**src/rtl/pixel_plot_sink.sv**
```systemverilog
// rtl/pixel_plot_sink.sv - sprite pixel stream sink with FIFO, clip/key filter and framebuffer write port
//
// Purpose:
//   Buffers (x, y, colour, last) beats from a sprite drawer in a small FIFO,
//   drops pixels that fall off-screen or match the transparent key colour,
//   and writes the remaining pixels to the 320x240x3 framebuffer port.
//   Drawers are stalled through in_ready while the display side holds the port.
//
// Ports:
//   clock_all      in   1   rising-edge clock
//   reset_all      in   1   asynchronous active-high reset
//   in_valid       in   1   drawer presents a pixel
//   in_ready       out  1   sink can accept (FIFO not full)
//   in_x           in   9   screen x
//   in_y           in   8   screen y
//   in_colour      in   3   pixel colour
//   in_last        in   1   final pixel of current sprite
//   fb_hold        in   1   framebuffer port busy, no write may issue
//   fb_wren        out  1   write strobe
//   fb_address     out  17  y*SCREEN_W + x
//   fb_data        out  3   colour written
//   sprite_done    out  1   pulse when a last-pixel retires
//   written_count  out  17  pixels written since reset (wraps)
//   dropped_count  out  17  pixels clipped/transparent since reset (wraps)
//   fifo_level     out  5   current FIFO occupancy
module pixel_plot_sink #(
  parameter int         FIFO_DEPTH         = 4,
  parameter int         SCREEN_W           = 320,
  parameter int         SCREEN_H           = 240,
  parameter bit         TRANSPARENT_EN     = 1'b0,
  parameter logic [2:0] TRANSPARENT_COLOUR = 3'b000
) (
  input  logic        clock_all,
  input  logic        reset_all,
  input  logic        in_valid,
  output logic        in_ready,
  input  logic [8:0]  in_x,
  input  logic [7:0]  in_y,
  input  logic [2:0]  in_colour,
  input  logic        in_last,
  input  logic        fb_hold,
  output logic        fb_wren,
  output logic [16:0] fb_address,
  output logic [2:0]  fb_data,
  output logic        sprite_done,
  output logic [16:0] written_count,
  output logic [16:0] dropped_count,
  output logic [4:0]  fifo_level
);

  localparam int         AW     = (FIFO_DEPTH > 1) ? $clog2(FIFO_DEPTH) : 1;
  localparam logic [4:0] DEPTH5 = 5'(FIFO_DEPTH);

  // Entry layout: {x[8:0], y[7:0], colour[2:0], last}
  logic [20:0]   mem [FIFO_DEPTH];
  logic [AW-1:0] wr_ptr;
  logic [AW-1:0] rd_ptr;
  logic [4:0]    count;

  logic          push;
  logic          pop;
  logic [20:0]   head;
  logic [8:0]    head_x;
  logic [7:0]    head_y;
  logic [2:0]    head_colour;
  logic          head_last;
  logic          drop;
  logic [16:0]   addr_calc;

  // Full check uses the count alone, so a same-cycle pop never frees a slot
  // for a push; this keeps in_ready independent of fb_hold and in_valid.
  assign in_ready   = (count != DEPTH5);
  assign fifo_level = count;
  assign push       = in_valid && in_ready;
  assign pop        = (count != 5'd0) && !fb_hold;

  assign head        = mem[rd_ptr];
  assign head_x      = head[20:12];
  assign head_y      = head[11:4];
  assign head_colour = head[3:1];
  assign head_last   = head[0];

  always_comb begin
    drop = 1'b0;
    if ({23'b0, head_x} >= 32'(SCREEN_W)) drop = 1'b1;
    if ({24'b0, head_y} >= 32'(SCREEN_H)) drop = 1'b1;
    if (TRANSPARENT_EN && (head_colour == TRANSPARENT_COLOUR)) drop = 1'b1;
  end

  assign addr_calc = 17'(head_y) * 17'(SCREEN_W) + 17'(head_x);

  // Storage needs no reset: entries are only read once counted in.
  always_ff @(posedge clock_all) begin
    if (push) mem[wr_ptr] <= {in_x, in_y, in_colour, in_last};
  end

  always_ff @(posedge clock_all or posedge reset_all) begin
    if (reset_all) begin
      wr_ptr <= '0;
      rd_ptr <= '0;
      count  <= 5'd0;
    end else begin
      if (push) wr_ptr <= wr_ptr + 1'b1;
      if (pop)  rd_ptr <= rd_ptr + 1'b1;
      case ({push, pop})
        2'b10:   count <= count + 5'd1;
        2'b01:   count <= count - 5'd1;
        default: count <= count;
      endcase
    end
  end

  always_ff @(posedge clock_all or posedge reset_all) begin
    if (reset_all) begin
      fb_wren       <= 1'b0;
      fb_address    <= 17'd0;
      fb_data       <= 3'd0;
      sprite_done   <= 1'b0;
      written_count <= 17'd0;
      dropped_count <= 17'd0;
    end else begin
      fb_wren     <= pop && !drop;
      sprite_done <= pop && head_last;
      if (pop) begin
        if (drop) begin
          dropped_count <= dropped_count + 17'd1;
        end else begin
          fb_address    <= addr_calc;
          fb_data       <= head_colour;
          written_count <= written_count + 17'd1;
        end
      end
    end
  end

endmodule

```
**config.mk**
```make
export PLATFORM = sky130hd
export DESIGN_NAME = pixel_plot_sink
export DESIGN_NICKNAME = d
export VERILOG_FILES = /design/src/rtl/pixel_plot_sink.sv
export SDC_FILE = /design/constraint.sdc
export NUM_CORES = 1
export LEC_CHECK = 0
export CORE_UTILIZATION = 52
export CTS_BUF_LIST = sky130_fd_sc_hd__clkbuf_8
export CTS_CLUSTER_SIZE = 16
export DETAILED_ROUTE_END_ITERATION = 8
export GPL_TIMING_DRIVEN = 0
export PLACE_DENSITY_LB_ADDON = 0.05
export SYNTH_ARGS = -nofsm -noshare
export SYNTH_HDL_FRONTEND = slang
export SYNTH_SLANG_ARGS = --single-unit
```
**constraint.sdc**
```tcl
create_clock -name clock_all -period 4.7 [get_ports clock_all]
set_clock_uncertainty 0.15 [all_clocks]
set_input_delay 0.94 -clock clock_all [delete_from_list [all_inputs] [get_ports clock_all]]
set_output_delay 0.94 -clock clock_all [all_outputs]
set_load 0.01 [all_outputs]
```
# Word level (Yosys, flattened, before mapping)
# Memory sizes are Yosys's and may differ from the RTL's.
# Index checks and enable logic that the tools add are counted.
# totals
mem_bits_rw,84
regBits,65
input_bits,25
output_inout_bits,62
wordCells,39
memories,1
# classes
n_bitwise,1
multipliers,1
reduce_logical,10
n_mux,5
magnitude_cmp,2
add_sub_neg,7
eq_ne,3
# mem_list
name,depth,width,rd,rd_ports_with_merged_regs,write_ports,line,rtl
mem,4,21,1,0,1,55,logic [20:0] mem [FIFO_DEPTH];
# ops
cell,count
adder 17 x 1 -> 17 bit (second input constant),2
adder 17 x 9 -> 17 bit,1
multiplier 8 x 3 -> 11 bit (second input constant),1
case mux 5 bit (2 select lines),1
greater-or-equal comparator 9 bit (second input constant),1
greater-or-equal comparator 8 bit (second input constant),1
adder 5 x 1 -> 5 bit (second input constant),1
!= test 5 x 3 -> 1 bit (second input constant),1
nonzero test 5 bit,1
subtractor 5 x 1 -> 5 bit (second input constant),1
adder 2 x 1 -> 2 bit (second input constant),2
logical AND 1 bit,4
2-to-1 mux 1 bit,4
AND reduction 2 bit,2
equality test 2 x 1 -> 1 bit (second input constant),1
equality test 2 bit (second input constant),1
logical NOT 1 bit,2
nonzero test 2 bit,1
inverter 1 bit,1

# Logic depth before layout (Yosys ltp)
# An unclocked memory read counts as a cell.
# logic_depth
word_depth,6
depth_mapped,13
depth_no_buf,13

# Worst setup path after synthesis
# Ideal clock, no wire load.
# synth_path
kind,reg2reg
startpoint,register rd_ptr[0]
endpoint,register fb_address[16]
required_ps,4467
n_path_buf,3
synth_period_minus_slack_ps,3799
path_stages_with_launch,14
setup_slack_ps,901
arrival_time_ps,3566
setup_ps,83
path_cell_list,dfrtp_1 buf_6 buf_12 buf_2 mux4_2 ha_1 ha_1 fa_1 a211oi_1 nor2_1 xor2_1 nor4b_1 a32oi_1 o21ai_0
# synth_via
elab_chain_len,6
elab_cells_between_ends,9
cone_classes,1 x add/sub; 1 x mul; 2 x order compare; 2 x mux; 1 x bitwise; 1 x reduce/logical; 1 x memory
# synth_lines
item,line,rtl
start: declaration,57,logic [AW-1:0] rd_ptr;
start signal: assignment,104,if (pop) rd_ptr <= rd_ptr + 1'b1;
memory (4 x 21 bit) *,-,
"parallel branches: the longest is 5 deep, another holds adder 17 x 9 -> 17 bit",-,
end signal: assignment,128,fb_address <= addr_calc;
end: declaration,43,"output logic [16:0] fb_address,"
# Every way passes the cells marked *.
# A chain may end at the register's enable or synchronous reset.

# Final worst setup path
# layout_path
startpoint,register rd_ptr[1]
endpoint,register fb_address[14]
# Same word-level chain as after synthesis.

==> results by group <==
Status
  – Status: complete, no violations

Logic synthesis
  – Seq cells post-synth: around 150
  – Asr flop ratio synth: 0.436
  – Synth cell types: 47
  – Area share of the largest cell type after synthesis: 0.387
  – Yosys Warn Count: 0
  – Synthesized area: roughly 6500 sq um
  – Synth Flop Type: edfxtp_1
  – Syn Inst Count: about 440
  – Sequential cell area fraction in the yosys report: 0.637
  – Number of synthesized flops with an enable pin: between 80 and 90
  – Mean Syn Cell Area: approximately 15 sq um
  – Yosys top cell by area: edfxtp_1
  – Net Count, Synth: ~500
  – Largest cells by area after synthesis: edfxtp_1, dfrtp_1, mux4_2, ha_1, xnor2_1

Clock tree
  – Root Driver: clkbuf_8
  – Clock slew seen by the registers of the worst setup and hold paths: about 80 ps
  – Hold buffer count at CTS: 0
  – CTS H-Tree Depth: 4
  – Post-CTS Setup Bufs: 0
  – PostCTS Resize Cnt: 0
  – Worst skew pair latency: around 440 ps
  – TritonCTS clock tree: done
  – Clock Path Buffers: 2
  – Sink Count: ~150
  – CTS buffer count: 17

Route
  – Vias: 3789
  – Wire length on met3: around 550 microns
  – Drt total wl: 11800 microns
  – Met2 Wirelength: ~5900 microns
  – Wire per inst: 16.2 microns
  – Antenna viol nets, final: 0
  – Met1 wire length: between 5000 and 6000 microns
  – Drt first pass iters: 4
  – DR iter-0 viols: slightly above 200
  – DR top layer: met4
  – DRC viols: 0
  – Vias/cell: between 5 and 6

Timing
  – Hold Vio Cnt, Final: 0
  – Fin crit share: 0.931
  – Count of endpoints failing setup in the final report: 0
  – Unrepaired setup endpoints after global routing: no
  – Clock period minus worst slack: approximately 4400 ps
  – Slew at the pin closest to its max-slew limit: around 1200 ps
  – Max Fclk: 229 MHz
  – Worst relative slew slack: 0.229
  – Setup TNS: 0 ps
  – Max Slew Vio Count: 0

Hold path
  – WHS Endpoint: written_count[16]
  – Worst hold start: written_count[16]
  – Tightest Hold Check Type: reg -> reg
  – Hold path cells: 1

Worst setup path
  – Crit path max-delay family: adder cells
  – Critical path capture point type: register
  – Slowest cell delay on critical path: ~530 ps
  – CP Launch Type: register
  – Required time of the critical path: 4910 ps
  – Cell mode on critical path: ha_1
  – R2R setup slack: roughly 320 ps
  – Worst EP arrival: between 4000 and 5000 ps
  – CP max-delay cell: clkbuf_1
  – Setup Crit Path Kind: reg -> reg
  – Reg2reg end: fb_address[14]
  – Reg-to-Reg Start: rd_ptr[1]
  – Worst-path cell chain: buf_4 -> clkbuf_1 -> mux4_2 -> ha_1 -> ha_1 -> fa_1 -> a211oi_1 -> nor2_1 -> xor2_1 -> nor4b_1 -> xnor2_1 -> o21ai_0
  – Buf+Inv Stages, Crit Path: 2
  – Reg2Reg Depth: 12
  – Crit-path max FO: 10

Placement
  – Post-DP HPWL: 7910 microns
  – DP Area: between 7000 and 8000 sq um
  – Final Wtd Congestion: 0.765
  – I/O Buffers: 86

GRT
  – GRT overflow: 0
  – Vias in the first global route: between 3000 and 4000
  – First-pass GRT wire length: 18600 microns
  – Total GRT Usage: 0.193
  – Largest net degree at the start of global routing: between 60 and 70
  – Initial antenna violation count: 0

Final layout
  – Diode count: 0
  – Final Instance Area: just over 8000 sq um
  – Layout Nets: slightly below 600
  – Commonest non-fill, non-tap cell in the layout: clkdlybuf4s50_1
  – Layout cells sized above 1: 0.126
  – Post-layout util: 0.665
  – Commonest non-fill, non-tap cells in the layout: clkdlybuf4s50_1, edfxtp_1, dfrtp_1
  – Area Growth Syn to Fin: 23.7%

Floorplan
  – Die Footprint: between 10000 and 15000 sq um
  – Row count: 40
  – Die extent in x: around 110 microns
  – Core area: ~12000 sq um
  – Initial core utilization: 0.538
  – I/O pin total: 87
  – Die Span Y: between 100 and 150 microns

Pwr
  – Total power: roughly 0.0056 W
  – Pwr/cell area: roughly 700 nW/um^2
  – Leak: approximately 3.2 nW
  – Maximum VDD drop: between 300 and 400 uV

Run
  – Max-cap violations: 0
-- cell usage after synthesis, drive strengths merged (2+ instances only) --
cell	instances
nand3	6
nor3b	4
o21ai	18
xnor2	31
ha	25
edfxtp	84
a211oi	2
buf	6
and4	2
and2	2
mux4	21
dfrtp	65
xor2	20
a21oi	6
a21o	4
and3	18
nor2	9
fa	3
nand2	56
nor4	2
clkbuf	7
nor2b	2
o21bai	2
inv	17
nand4	16
-- logic make-up (layout without fill, tap and decap cells) --
group / after synthesis / count (layout) / synth area share
DFF: 149 / 149 / 0.637
muxes: 23 / 23 / 0.0765
xor gates and xnor gates: 51 / 51 / 0.0686
and+or+nand+nor: 120 / 120 / 0.0984
buffers and inverters: 31 / 149 / 0.0238
AOI/OAI and AO/OA: 37 / 37 / 0.0381
adders and majority gates: 28 / 28 / 0.0573
-- area by class of cell --
| class | instances | area (sq um) |
|---|---|---|
| well taps | 168 | 210 |
| inverters | 18 | 71.3 |
| repair buffers | 86 | 861 |
| flip-flops and latches | 149 | 4150 |
| multi-input cells | 259 | 2210 |
| fillers | 898 | 4060 |
| clock inverters | 14 | 220 |
| clock buffers | 18 | 248 |
| plain buffers | 13 | 86.3 |
-- flip-flops by register name, indices dropped and copies added, names as in the netlist --
register and flops:
wr_ptr 2, dropped_count 17, mem 84, written_count 17
fb_data 3, fb_address 17, fifo_level 5, sprite_done 1
rd_ptr 2, fb_wren 1
-- report_power, final --
group	total [W]	internal, W	switching, W
clock	0.00114	0.000654	0.000490
combinational	0.00260	0.00121	0.00139
sequential	0.00190	0.00173	0.000173
total	0.00565	0.00360	0.00205
-- routing by layer --
layer  vias up  GRT usage
li1       1816          -
met1      1881      0.244
met2        84      0.326
met4         0     0.0519
met3         8     0.0584
met5         -          0
-- stage by stage --
stage	hold WS [ps]	setup WS, ps	cells
after floorplan	354	901	439
after global placement	308	375	693
after detailed placement	307	321	693
after CTS	322	290	725
after global routing	329	81.8	725
final	314	324	725
-- worst max path at each step --
| stage | start | endpoint | slack [ps] | cells after the start |
|---|---|---|---|---|
| 2_1_floorplan | rd_ptr[0] | fb_address[16] | 900 | 13 |
| 3_3_place_gp | rd_ptr[1] | fb_address[16] | 370 | 12 |
| 3_5_place_dp | rd_ptr[1] | fb_address[14] | 320 | 12 |
| 4_1_cts | rd_ptr[1] | fb_address[14] | 290 | 12 |
| 5_1_grt | rd_ptr[1] | fb_address[15] | 80 | 11 |
| 6_report | rd_ptr[1] | fb_address[14] | 320 | 12 |
Power figures use the tool's default switching activity.
